$ cat src/rtl/alu_mul_seq.sv
// alu_mul_seq: multi-cycle unsigned 16x16 multiplier (low 16 product bits)
// that borrows the shared Hack ALU and runs a shift-and-add sequence on it.
// Each multiplier bit takes one ADD cycle (acc += mcand or acc += 0) and one
// DBL cycle (mcand += mcand, mplier >>= 1). All outputs, including the ALU
// operands and control bits, are registered and set up for the state that
// is being entered.
//
// Optional feature: define ALU_MUL_OVF_EN to build the sticky unsigned
// overflow detector. Without it, ovf is tied to 0.
module alu_mul_seq (
  input  logic        clock,
  input  logic        reset,
  input  logic        start,
  input  logic [15:0] mul_a,
  input  logic [15:0] mul_b,
  output logic [15:0] alu_x,
  output logic [15:0] alu_y,
  output logic        alu_zx,
  output logic        alu_nx,
  output logic        alu_zy,
  output logic        alu_ny,
  output logic        alu_f,
  output logic        alu_no,
  input  logic [15:0] alu_out,
  output logic        busy,
  output logic        done,
  output logic [15:0] product,
  output logic        ovf
);

  typedef enum logic [1:0] {
    IDLE = 2'd0,
    ADD  = 2'd1,
    DBL  = 2'd2,
    DONE = 2'd3
  } state_t;

  // ALU control words, ordered {zx, nx, zy, ny, f, no}.
  localparam logic [5:0] CTRL_ZERO = 6'b101010; // constant 0
  localparam logic [5:0] CTRL_ADD  = 6'b000010; // x + y
  localparam logic [5:0] CTRL_X    = 6'b001010; // x + 0

  state_t      state, state_n;
  logic [15:0] acc, acc_n;
  logic [15:0] mcand, mcand_n;
  logic [15:0] mplier, mplier_n;
  logic [15:0] mplier_sh;
  logic [15:0] product_n;
  logic [15:0] alu_x_n, alu_y_n;
  logic [5:0]  ctrl, ctrl_n;
  logic        accept;

  assign {alu_zx, alu_nx, alu_zy, alu_ny, alu_f, alu_no} = ctrl;

  assign mplier_sh = mplier >> 1;
  assign accept    = ((state == IDLE) || (state == DONE)) && start;

  // Next-state and datapath update for the shift-and-add sequence.
  always_comb begin
    // NOTE: every signal gets a default before the case so no latch is inferred.
    state_n   = state;
    acc_n     = acc;
    mcand_n   = mcand;
    mplier_n  = mplier;
    product_n = product;
    case (state)
      IDLE, DONE: begin
        if (accept) begin
          acc_n     = '0;
          mcand_n   = mul_a;
          mplier_n  = mul_b;
          product_n = '0;
          state_n   = (mul_b == 16'd0) ? DONE : ADD;
        end else begin
          state_n = IDLE;
        end
      end
      ADD: begin
        acc_n   = alu_out;
        state_n = DBL;
      end
      DBL: begin
        mcand_n  = alu_out;
        mplier_n = mplier_sh;
        if (mplier_sh == 16'd0) begin
          state_n   = DONE;
          product_n = acc;
        end else begin
          state_n = ADD;
        end
      end
      default: state_n = IDLE;
    endcase
  end

  // ALU operands and controls for the state being entered next.
  always_comb begin
    alu_x_n = '0;
    alu_y_n = '0;
    ctrl_n  = CTRL_ZERO;
    case (state_n)
      ADD: begin
        alu_x_n = acc_n;
        alu_y_n = mcand_n;
        ctrl_n  = mplier_n[0] ? CTRL_ADD : CTRL_X;
      end
      DBL: begin
        alu_x_n = mcand_n;
        alu_y_n = mcand_n;
        ctrl_n  = CTRL_ADD;
      end
      default: ;
    endcase
  end

  // Sequencer state and registered outputs.
  always_ff @(posedge clock or posedge reset) begin
    // NOTE: state registers use non-blocking assignments so all flops update together.
    if (reset) begin
      state   <= IDLE;
      acc     <= '0;
      mcand   <= '0;
      mplier  <= '0;
      product <= '0;
      alu_x   <= '0;
      alu_y   <= '0;
      ctrl    <= CTRL_ZERO;
      busy    <= 1'b0;
      done    <= 1'b0;
    end else begin
      state   <= state_n;
      acc     <= acc_n;
      mcand   <= mcand_n;
      mplier  <= mplier_n;
      product <= product_n;
      alu_x   <= alu_x_n;
      alu_y   <= alu_y_n;
      ctrl    <= ctrl_n;
      busy    <= (state_n == ADD) || (state_n == DBL);
      done    <= (state_n == DONE);
    end
  end

`ifdef ALU_MUL_OVF_EN
  logic ovf_acc, ovf_acc_n, ovf_n;

  // Sticky overflow for the current request; published on entry to DONE.
  always_comb begin
    ovf_acc_n = ovf_acc;
    ovf_n     = ovf;
    if (accept) begin
      ovf_acc_n = 1'b0;
      ovf_n     = 1'b0;
    end else begin
      case (state)
        ADD: if (mplier[0] && (alu_out < acc)) ovf_acc_n = 1'b1;
        DBL: begin
          // A doubling that drops mcand[15] matters only if more bits remain.
          if (mcand[15] && (mplier_sh != 16'd0)) ovf_acc_n = 1'b1;
          if (mplier_sh == 16'd0) ovf_n = ovf_acc_n;
        end
        default: ;
      endcase
    end
  end

  // Overflow flag registers.
  always_ff @(posedge clock or posedge reset) begin
    if (reset) begin
      ovf_acc <= 1'b0;
      ovf     <= 1'b0;
    end else begin
      ovf_acc <= ovf_acc_n;
      ovf     <= ovf_n;
    end
  end
`else
  assign ovf = 1'b0;
`endif

endmodule

$ cat config.mk
export PLATFORM = sky130hd
export DESIGN_NAME = alu_mul_seq
export DESIGN_NICKNAME = d
export VERILOG_FILES = /design/src/rtl/alu_mul_seq.sv
export SDC_FILE = /design/constraint.sdc
export NUM_CORES = 1
export LEC_CHECK = 0
export BUFFER_PORTS_ARGS = -buffer_cell sky130_fd_sc_hd__buf_2
export CORE_MARGIN = 2
export CORE_UTILIZATION = 57
export CTS_CLUSTER_SIZE = 14
export DETAILED_ROUTE_END_ITERATION = 10
export HOLD_SLACK_MARGIN = 0.06
export PLACE_DENSITY = 0.83
export SKIP_LAST_GASP = 1
export SLEW_MARGIN = 20
export SYNTH_ARGS = -nofsm -noshare
export SYNTH_HDL_FRONTEND = slang
export SYNTH_SLANG_ARGS = --single-unit
$ cat constraint.sdc
create_clock -name clock -period 4.7 [get_ports clock]
set_input_delay 0.235 -clock clock [delete_from_list [all_inputs] [get_ports clock]]
set_output_delay 0.235 -clock clock [all_outputs]
set_load 0.02 [all_outputs]
Word-level counts from Yosys, hierarchy flattened:

Cells that the tools add are included.

* RAM bits: 0
* bits in registers: 106
* input bits: 51
* output and inout bits: 57
* latch bits: 0
* word-level logic and storage cells: 47
* ROM bits: 0
* memories kept: 0

* divide/modulo/power cells: 0
* $mul: 0
* add/subtract/negate cells: 0
* shift-type cells: 0
* reductions and logical operators: 11
* magnitude comparators: 0
* bitwise operators: 0
* multiplexer cells: 17
* equality and inequality tests: 8

Operators by type and width (count)
* case mux 16 bit (2 select lines): 5
* two-way mux 16 bit: 6
* zero test 16 bit: 2
* case mux 6 bit (2 select lines): 1
* equality test 2 bit, second input constant: 4
* two-way mux 2 bit: 3
* case mux 2 bit (3 select lines): 1
* equality test 2 x 1 -> 1 bit, second input constant: 2
* two-way mux 4 bit: 1
* != test 2 bit, second input constant: 2
* OR reduction 2 bit: 2
* AND reduction 3 bit: 1
* zero test 2 bit: 1
* logical OR 1 bit: 2
* AND reduction 2 bit: 1
* nonzero test 2 bit: 1
* logical AND 1 bit: 1

Longest topological paths before layout:

Gate-level depths: netlist of the first run.

* depth after elaboration: 8
* mapped depth: 9
* gate-level depth less buffers: 7

Least setup slack after synthesis of the first run:

No wires, ideal clock.

* path kind: flip-flop to flip-flop
* start: register state[0]
* end: register alu_y[10]
* cell stages (with the launch flop): 10
* clock period less this slack: 1926 ps
* path buffers: 2
* slack: 2774 ps
* setup time: 129 ps
* data arrival time: 1797 ps
* data required time: 4571 ps
* cells stage by stage: dfrtp_1 > inv_1 > ha_1 > nor4b_2 > and4_1 > o21bai_1 > buf_4 > mux2i_4 > buf_6 > a21oi_2

* longest elaborated chain between the ends: 8
* elaborated cells between the ends (all ways): 15
* classes of those cells: 5 x eq/ne; 5 x mux; 5 x reduce/logical

RTL lines
* start: declaration: RTL line 43 `state_t state, state_n;`
* start signal: assignment: RTL line 131 `state <= state_n;`
* equality test 2 bit / zero test 2 bit (equally long branches): RTL line 56, 66
* logical OR 1 bit: RTL line 56 `assign accept = ((state == IDLE) || (state == DONE)) && start;`
* logical AND 1 bit: RTL line 56
* two-way mux 2 bit: RTL line 68 `if (accept) begin`
* case mux 2 bit (3 select lines): RTL line 66 `case (state)`
* equality test 2 x 1 -> 1 bit / equality test 2 bit (equally long branches): RTL line 101 `case (state_n)`
* OR reduction 2 bit (no line)
* two-way mux 16 bit (*): RTL line 101
* via alu_y_n[10]: RTL line 49 `logic [15:0] alu_x_n, alu_y_n;`
* end signal: assignment: RTL line 137 `alu_y <= alu_y_n;`
* end: declaration: RTL line 17 `output logic [15:0] alu_y,`

Mark *: on every way through the listed nets, which the timed path passes. The rest lies on a longest branch.
A chain may end at the register's enable or synchronous reset.

Worst setup path after layout of the first run:

* start: register state[0]
* end: register alu_y[2]

Same word-level chain as after synthesis.

==> impl_results.md, run 1 <==
* Critical path's slowest cell: ha_2
* Unrepaired setup endpoints after global routing: false
* Initial antenna violation count at 0
* Drt pass-1 iters at 5
* Sink Count at 102
* Min Tclk post-route at 3.39 ns
* Final hold viol count at 0
* Area Growth Syn to Fin at 17.8%
* Worst-margin pin slew at 0.959 ns
* Final Max Tran Viols at 0
* Peak VDD IR at 286 uV
* Syn_area_per_cell at 10.8 um^2
* Worst Path Required at 4.98 ns
* Post-Synth XOR/XNOR Area at 0%
* Final Instance Area at 0.00493 mm^2
* Diode count at 0
* Worst Hold Class: input port to register
* Pwr dens at 649 mW/mm^2
* Post-route DRC violation count at 0
* Root Driver: clkbuf_8
* First-pass GRT wire length at 16.3 mm
* Max Clock Freq at 0.295 GHz
* Full die area at 0.00805 mm^2
* Max H-tree Level at 3
* Compound-Gate Fraction of Synth Area at 19.7%
* Synth cell types at 34
* Clock Skew at 0.0129 ns
* Routed wire length per instance at 17.1 um
* CTS tree: built
* Fin nets at 528
* CP delay by family, top: compound AO/OA/AOI/OAI gates
* Crit-path max cell delay at 0.79 ns
* Crit start category: register
* Resized cells post-CTS at 0
* Vias per inst at 5.74
* YS warnings at 0
* Sequential cell area fraction in the yosys report at 61.0%
* Crit end category: register
* Synth Area in Adders at 1.19%
* # setup viols final at 0
* Initial Utilization at 58.4%
* CTS Buf Count at 9
* Initial drt markers at 214
* Crit path top cell by count: inv_1
* Worst Path Max Fanout at 50
* Area after DPL at 0.00471 mm^2
* Filler cell count at 545
* Async SR Flop Fraction at 100%
* Grt ovf at 0
* Total track usage at 25.5%
* Layout cells sized above 1 at 29.1%
* Cell Area, Synth at 0.00419 mm^2
* Post-Synth Simple-Gate Area at 12.8%
* R2r setup slk at 1.31 ns
* CP bufs+invs at 2
* # Max-Cap Violations at 0
* Lkg Pwr at 2.46 nW
* Clock latency at the later pin of the worst-skew pair at 0.37 ns
* Post-synthesis mux area share at 0.538%
* Dominant synthesized flop cell: dfrtp_1
* Antenna-violating nets left at 0
* Post-synth EDFFs at 0
* Hold slack final at 0.0943 ns
* Largest net degree at the start of global routing at 55
* GPL Wtd Cong at 0.774
* Port Buf Inserts at 102
* Post-synthesis cell count at 387
* Final setup TNS at 0 ns
* Clk slew on worst S/H paths at 0.10 ns
* Chip width at 89.7 um
* Status: completed
* Post-synthesis register bit count at 102
* Placed wire-length estimate at 6.70 mm
* Critical path type: register to register
* Largest family of logic cells by synthesized area: compound AO/OA/AOI/OAI gates
* I/O pins at 108
* DR vias at 3,313
* Die Y at 89.7 um
* Core Footprint at 0.00718 mm^2
* Routed WL at 9.88 mm
* Longest Clk Path Bufs at 2
* Arr. time, crit path at 3.67 ns
* Vias in the first global route at 3,257
* Cell row count at 31
* Critical-path cell list: inv_1 > ha_2 > inv_1 > o21a_1 > a41oi_2 > mux2i_4 > a21oi_1
* Final Cycle Share at 72.2%
* Relative slew slack at 36.1%
-- registers in the layout, summed over array words and instances, names as in the netlist --
register  cells
busy          1
state         2
product      16
done          1
alu_x        16
mcand        16
mplier       16
alu_y        16
ctrl          2
acc          16
-- cell type report --
| cell class | instances | area [um^2] | share of cell area [%] |
|---|---|---|---|
| Clock buffer | 11 | 131 | 2.66 |
| Multi-Input combinational cell | 247 | 1480 | 30.0 |
| Sequential cell | 102 | 2550 | 51.8 |
| Clock inverter | 5 | 67.6 | 1.37 |
| Tap cell | 99 | 124 | 2.51 |
| Timing Repair Buffer | 107 | 551 | 11.2 |
| Inverter | 6 | 25.0 | 0.507 |
-- cells by family (layout without fill, tap and decap cells) --
family / Yosys count / in the layout
and+or+nand+nor: 121 / 121
buffers and inverters: 41 / 129
muxes: 1 / 1
AOI/OAI and AO/OA: 116 / 116
DFF: 102 / 102
adders and majority gates: 4 / 4
other: 2 / 5
-- report_power, final --
group	leakage, nW	switching, mW	internal [mW]	total (mW)
Sequential	1.36	0.137	1.19	1.33
Clock	0.100	0.306	0.254	0.561
Combinational	0.998	0.906	0.407	1.31
-- worst register-to-register path: stages, from the launching register on --
cell     delay, ns
dfrtp_1       0.41
inv_1         0.10
ha_2          0.79
inv_1         0.25
o21a_1        0.27
a41oi_2       0.77
mux2i_4       0.46
a21oi_1       0.24
-- path summary, 6_finish.rpt --
path,to,start,cells after the start
max reg2reg,alu_y[2]$_DFF_PP0_,state[0]$_DFF_PP0_,7
max in group asynchronous,acc[10]$_DFF_PP0_,reset,4
min in group asynchronous,product[14]$_DFFE_PP0P_,reset,3
min,mcand[1]$_DFF_PP0_,alu_out[1],3
min reg2reg,product[0]$_DFFE_PP0P_,product[0]$_DFFE_PP0P_,2
max,alu_y[2]$_DFF_PP0_,state[0]$_DFF_PP0_,7
-- cell usage after synthesis (3+ instances only) --
cell	n	area share [%]
a21oi_1	9	1.1
a21oi_2	8	1.7
a22o_1	16	3.3
a22oi_1	17	3.0
a32oi_1	14	2.9
buf_2	7	0.84
buf_4	6	1.1
clkbuf_1	19	1.7
dfrtp_1	100	60
ha_1	4	1.2
inv_1	5	0.45
nand2_1	84	7.5
nand2b_1	3	0.45
nand3_1	16	1.9
nor2b_1	3	0.45
nor4_1	7	1.0
o21ai_0	32	3.8
o31ai_1	16	2.9
-- placed cells by master (no fill, tap or decap), drive strengths merged, types with 3 or more instances in the layout --
cell	n
nand2b	3
nor4	7
conb	5
ha	4
a32oi	14
nand2	84
inv	8
a22o	16
a22oi	17
dfrtp	100
o31ai	16
nor2b	3
clkbuf	11
buf	106
nand3	16
o21ai	32
a21oi	17
-- stage by stage --
stage | instances | setup WS, ns | power, mW | util [%]
final | 577 | 1.31 | 3.20 | 68.8
after global routing | 577 | 1.03 | 3.38 | 68.8
after global placement | 560 | 1.49 | 2.60 | 65.7
after CTS | 577 | 1.36 | 3.19 | 68.6
after floorplan | 390 | 1.79 | 2.25 | -
after detailed placement | 560 | 1.37 | 2.64 | 65.7
-- per-layer routing --
layer | share of wire, % | global-route usage (%) | up-vias
met5 | 0 | 0 | -
li1 | - | - | 1543
met4 | 2.1 | 10.4 | 0
met3 | 6.0 | 4.27 | 17
met2 | 47 | 40.1 | 134
met1 | 45 | 35.9 | 1619
-- timing repair --
| item | CTS | global route |
|---|---|---|
| endpoints found under the setup margin | 0 | 0 |
| hold buffers | 1 | 0 |
| buffers inserted | 0 | 0 |
| hold endpoints to repair | 52 | 0 |
No activity file was read; power rests on OpenSTA's default activity.
==> run 2, diff against run 1 <==
--- a/config.mk
+++ b/config.mk
@@ -5,13 +5,14 @@
 export SDC_FILE = /design/constraint.sdc
 export NUM_CORES = 1
 export LEC_CHECK = 0
+export ABC_AREA = 1
 export BUFFER_PORTS_ARGS = -buffer_cell sky130_fd_sc_hd__buf_2
 export CORE_MARGIN = 2
-export CORE_UTILIZATION = 57
+export CORE_UTILIZATION = 53
 export CTS_CLUSTER_SIZE = 14
 export DETAILED_ROUTE_END_ITERATION = 10
 export HOLD_SLACK_MARGIN = 0.06
-export PLACE_DENSITY = 0.83
+export PLACE_DENSITY = 0.77
 export SKIP_LAST_GASP = 1
 export SLEW_MARGIN = 20
 export SYNTH_ARGS = -nofsm -noshare
==> constraint.sdc (replaced) <==
create_clock -name clock -period 3.4 [get_ports clock]
set_input_delay 0.17 -clock clock [delete_from_list [all_inputs] [get_ports clock]]
set_output_delay 0.17 -clock clock [all_outputs]
set_load 0.02 [all_outputs]
==> run 2 against run 1 <==
Final cell count increased by 20%. Sequential share of layout area is 2.0 points lower. Non-clock buffer count rose by 4. First-iteration DRC count rose by 28%. Fmax increased by 34%. Design area grew 4.0%. Critical endpoint is now ctrl[3]$_DFF_PP1_. Largest power group is now combinational cells. Highest routed layer unchanged.
==> impl_results.md, run 2 <==
* Status: completed
* Worst-margin pin slew at 0.817 ns
* Max Clock Freq at 0.395 GHz
* CTS tree: built
* Sw power at 2.31 mW
* Most frequent cells in the layout: buf_2, dfrtp_1, nand2_1
* Critical path's slowest cell: nand3_2
* GPL Wtd Cong at 0.939
* Die Y at 95.0 um
* Most frequent cells after synthesis: dfrtp_1, nand2_1, inv_1
* Sink Count at 102
* Combinational share of power at 47.0%
* Total track usage at 25.3%
* Post-route DRC violation count at 0
* Clk slew on worst S/H paths at 0.10 ns
* Antenna-violating nets left at 0
* Dominant synthesized flop cell: dfrtp_1
* Most instantiated library cell after synthesis: dfrtp_1
* Diode count at 0
* Sequential cell area fraction in the yosys report at 58.2%
* Async SR Flop Fraction at 100%
* Area Growth Syn to Fin at 16.8%
* Crit-path max cell delay at 0.45 ns
* Syn_area_per_cell at 8.98 um^2
* Synth cell types at 27
* Core Footprint at 0.00813 mm^2
* Vias per inst at 5.43
* Post-synth EDFFs at 0
* Top-area cell type share of the netlist area at 57.0%
* Cell row count at 33
* Crit path top cell by count: nand2_1
* Drt pass-1 iters at 6
* Crit start category: register
* Full die area at 0.00903 mm^2
* Most common cell after layout, fill and taps aside: buf_2
* Initial Utilization at 54.0%
* Filler cell count at 714
* Placed wire-length estimate at 7.38 mm
* Grt ovf at 0
* Arr. time, crit path at 2.82 ns
* Flop pwr share at 38.6%
* Fin nets at 635
* Post-synthesis register bit count at 102
* Initial antenna violation count at 0
* R2r setup slk at 0.87 ns
* Unrepaired setup endpoints after global routing: false
* Lkg Pwr at 2.64 nW
* Top post-synthesis cells by area: dfrtp_1, o21ai_0, nand2_1, inv_1, nor2_1
* Chip width at 95.0 um
* Worst Hold Class: input port to register
* Switching portion of total power at 46.6%
* Resized cells post-CTS at 0
* P_int at 2.65 mW
* YS warnings at 0
* Hold slack final at 0.0679 ns
* I/O pins at 108
* Worst Path Required at 3.69 ns
* CTS Buf Count at 9
* Relative slew slack at 45.6%
* Layout cells sized above 1 at 23.2%
* Post-synth top area cell: dfrtp_1
* Peak VDD IR at 449 uV
* Routed wire length per instance at 15.5 um
* Largest net degree at the start of global routing at 71
* # Max-Cap Violations at 0
* Final setup TNS at 0 ns
* Worst Path Max Fanout at 20
* Min Tclk post-route at 2.53 ns
* Clock Power Share at 14.3%
* # setup viols final at 0
* Pwr dens at 968 mW/mm^2
* Crit end category: register
* Critical path type: register to register
* Post CTS Setup Buffer Count at 0
* DR vias at 3,745
* Clock Skew at 0.0104 ns
* Routed WL at 10.7 mm
* Port Buf Inserts at 102
* Cts-stage hold buffer count at 1
* Critical-path cell list: inv_1 > ha_1 > inv_2 > nor2_1 > nand2_1 > nor2_1 > nand2_1 > nand2_2 > nand2_2 > nand3_2 > nand2_1 > nand2_1
* First-pass GRT wire length at 17.4 mm
* Initial drt markers at 273
* Post-synthesis cell count at 489
* Longest Clk Path Bufs at 2
* Cell Area, Synth at 0.00439 mm^2
* Final Cycle Share at 74.4%
* Vias in the first global route at 3,564
* Max H-tree Level at 3
* Root Driver: clkbuf_8
* Final hold viol count at 0
* Clock latency at the later pin of the worst-skew pair at 0.37 ns
* Final Max Tran Viols at 0
## run 2: cell count changes after synthesis, moves of 17 or more
cell,change
nor2_1,+46
a22oi_1,-17
inv_1,+71
o21ai_0,+28
## run 2: power groups by stage
stage          logic, mW  registers [mW]  clock network (mW)
2_1_floorplan       1.41            2.17                   0
4_1_cts             2.31            1.91               0.718
3_5_place_dp        2.30            1.93                   0
3_3_place_gp        2.23            1.92                   0
5_1_grt             2.61            1.96               0.772
6_report            2.34            1.92               0.713
## run 2: worst max-delay path, delay by kind of cell (launching register included)
kind                       cells  cell delay (ns)
adders and majority gates      1             0.23
buffers and inverters          2             0.34
DFF                            1             0.39
and+or+nand+nor                9             1.47
## run 2: through the flow
stage	total power, mW	utilization (%)	instance area (um^2)	instances	worst slack [ns]
final	4.97	63.1	5130	690	0.869
after global placement	4.16	60.7	4930	673	1.12
after detailed placement	4.22	60.7	4930	673	0.961
after global routing	5.35	63.1	5130	690	0.631
after floorplan	3.58	-	4400	492	0.558
after CTS	4.94	63.0	5120	690	0.954
## run 2: cell type report
cell class / instances / area (um^2) / area share, %
well taps: 105 / 131 / 2.56
clock inverters: 6 / 52.6 / 1.02
repair buffers: 111 / 581 / 11.3
multi-input cells: 278 / 1390 / 27.1
clock buffers: 10 / 128 / 2.49
flip-flops and latches: 102 / 2550 / 49.8
inverters: 78 / 295 / 5.75
## run 2: path summary, 6_finish.rpt
path	depth (start not counted)	endpoint	startpoint
min reg2reg	2	product[1]$_DFFE_PP0P_	product[1]$_DFFE_PP0P_
max in group asynchronous	4	mplier[7]$_DFFE_PP0P_	reset
max reg2reg	12	ctrl[3]$_DFF_PP1_	state[0]$_DFF_PP0_
min in group asynchronous	3	product[1]$_DFFE_PP0P_	reset
min	2	mplier[15]$_DFFE_PP0P_	mul_b[15]
max	12	ctrl[3]$_DFF_PP1_	state[0]$_DFF_PP0_
## run 2: cell families after synthesis
kind of cell / synth area share, %
AOI/OAI and AO/OA: 15.5
adders and majority gates: 1.14
buffers and inverters: 10.7
DFF: 58.2
other: 0.171
and+or+nand+nor: 14.3
## run 2: metal layers
layer  track usage [%]  share of wire [%]  wire length, um
met5                 0                  0                0
met4              7.73                2.2              231
met3              4.82                7.0              754
met2              39.2                 47             5010
met1              36.4                 44             4720
==> run 3, diff against run 2 <==
--- a/config.mk
+++ b/config.mk
@@ -5,10 +5,10 @@
 export SDC_FILE = /design/constraint.sdc
 export NUM_CORES = 1
 export LEC_CHECK = 0
-export ABC_AREA = 1
+export ABC_AREA = 0
 export BUFFER_PORTS_ARGS = -buffer_cell sky130_fd_sc_hd__buf_2
 export CORE_MARGIN = 2
-export CORE_UTILIZATION = 53
+export CORE_UTILIZATION = 52
 export CTS_CLUSTER_SIZE = 14
 export DETAILED_ROUTE_END_ITERATION = 10
 export HOLD_SLACK_MARGIN = 0.06
==> constraint.sdc (replaced) <==
create_clock -name clock -period 2.4 [get_ports clock]
set_input_delay 0.12 -clock clock [delete_from_list [all_inputs] [get_ports clock]]
set_output_delay 0.12 -clock clock [all_outputs]
set_load 0.02 [all_outputs]
==> run 3 against run 2 <==
Combinational power is 18% higher. Critical path type unchanged. Routed wire length is 0.28% lower. Via count is 4.9% lower. Register-to-register slack worse by 0.69 ns. Critical endpoint is now alu_x[7]$_DFF_PP0_.
==> impl_results.md, run 3 (synthesis gave the netlist of run 1 again) <==
* CP bufs+invs at 1
* Crit path top cell by count: nand2b_1
* Most common cell after layout, fill and taps aside: buf_2
* Total power at 6.49 mW
* Initial antenna violation count at 0
* Most frequent cells in the layout: buf_2, dfrtp_1, nand2_1
* Worst Path Max Fanout at 16
* Worst Path Required at 2.67 ns
* Crit-path max cell delay at 0.56 ns
* Post-route core utilization at 68.8%
* Arr. time, crit path at 2.50 ns
* Clk slew on worst S/H paths at 0.10 ns
* Max H-tree Level at 3
* Worst setup path start: state[0]$_DFF_PP0_
* Peak VDD IR at 595 uV
* Max Clock Freq at 0.450 GHz
* Vias per inst at 5.73
* Critical-path cell list: inv_1 > ha_2 > nand2b_1 > nand2b_1 > a22o_1 > nand3_1 > o31ai_1
* Root Driver: clkbuf_8
* P_int at 3.80 mW
* Cell row count at 32
* Initial drt markers at 192
* Min Tclk post-route at 2.22 ns
* Final setup TNS at 0 ns
* # setup viols final at 0
* Diode count at 0
* Drt pass-1 iters at 5
* I/O pins at 108
* R2r worst-path depth at 7
* Relative slew slack at 50.2%
* First-pass GRT wire length at 17.3 mm
* Final Instance Area at 0.00534 mm^2
* Port Buf Inserts at 102
* CTS tree: built
* Pwr dens at 1210 mW/mm^2
* Antenna-violating nets left at 0
* Crit path depth at 7
* DR vias at 3,561
* Clock Power Share at 17.6%
* Core Footprint at 0.00777 mm^2
* Longest Clk Path Bufs at 2
* Routed wire length per instance at 17.2 um
* Combinational share of power at 42.5%
* Sink Count at 102
* Worst-margin pin slew at 0.746 ns
* Switching portion of total power at 41.5%
* Final Max Tran Viols at 0
* Area Growth Syn to Fin at 27.6%
* Die Y at 93.8 um
* Full die area at 0.00879 mm^2
* Crit end category: register
* Unrepaired setup endpoints after global routing: false
* Critical path type: register to register
* Critical path's slowest cell: nand2b_1
* # Max-Cap Violations at 0
* R2r setup slk at 0.18 ns
* Hold Path End: mcand[4]$_DFF_PP0_
* Final Cycle Share at 92.7%
* Largest net degree at the start of global routing at 103
* Crit start category: register
* CP delay by family, top: simple AND/OR/NAND/NOR gates
* Clock Skew at 0.0107 ns
* Lkg Pwr at 2.64 nW
* Post-route DRC violation count at 0
* Status: completed
* Layout cells sized above 1 at 29.3%
* Flop pwr share at 40.0%
* Fin nets at 569
* Vias in the first global route at 3,617
* Grt ovf at 0
* Area after DPL at 0.00481 mm^2
* R2r startpoint: state[0]$_DFF_PP0_
* Routed WL at 10.7 mm
* Chip width at 93.8 um
* Total track usage at 25.5%
* Sw power at 2.70 mW
* GPL Wtd Cong at 0.823
* Clock latency at the later pin of the worst-skew pair at 0.37 ns
* CTS Buf Count at 9
* Hold path depth at 3
* Placed wire-length estimate at 6.96 mm
* Hold slack final at 0.0818 ns
* Hold path start: mul_a[4]
* Final hold viol count at 0
* Post CTS Setup Buffer Count at 0
* Worst Hold Class: input port to register
* R2r endpoint: alu_x[7]$_DFF_PP0_
* Initial Utilization at 53.9%
## run 3: area by class of cell
class | count | area (um^2)
flip-flops and latches | 102 | 2550
fillers | 616 | 2420
multi-input cells | 247 | 1470
repair buffers | 148 | 946
clock buffers | 11 | 151
well taps | 102 | 128
clock inverters | 5 | 66.3
inverters | 6 | 26.3
## run 3: tightest hold or removal path: stages
cell	delay, ns
buf_2	0.09
a22oi_1	0.10
nand2_1	0.10
## run 3: what timing repair did
action | in CTS | in global routing
gates resized for setup | 0 | 1
hold endpoints to repair | 149 | 0
hold buffers | 31 | 0
endpoints found under the setup margin | 0 | 1
## run 3: worst max-delay path by stage
stage | slack (ns) | end
6_report | 0.18 | alu_x[7]$_DFF_PP0_
5_1_grt | 0.06 | alu_x[7]$_DFF_PP0_
4_1_cts | 0.12 | alu_x[9]$_DFF_PP0_
3_5_place_dp | 0.15 | alu_x[14]$_DFF_PP0_
3_3_place_gp | 0.27 | alu_x[12]$_DFF_PP0_
2_1_floorplan | 0.47 | alu_y[10]$_DFF_PP0_
## run 3: per-stage QoR
stage	cells	worst slack, ns
after floorplan	390	0.474
after global placement	574	0.265
after detailed placement	574	0.145
after CTS	621	0.123
after global routing	621	0.0638
final	621	0.176
## run 3: power by group through the flow
| stage | clock, mW | sequential (mW) | combinational, mW |
|---|---|---|---|
| after floorplan | 0 | 3.00 | 1.40 |
| after global placement | 0 | 2.60 | 2.60 |
| after detailed placement | 0 | 2.61 | 2.69 |
| after CTS | 1.16 | 2.58 | 2.74 |
| after global routing | 1.22 | 2.66 | 3.00 |
| final | 1.14 | 2.59 | 2.76 |
## run 3: per-layer routing
metal / wire (um) / global-route usage, % / part of all wire (%)
met2: 5170 / 41.4 / 48
met5: 0 / 0 / 0
met4: 231 / 12.4 / 2.2
met1: 4510 / 33.6 / 42
met3: 775 / 4.09 / 7.3
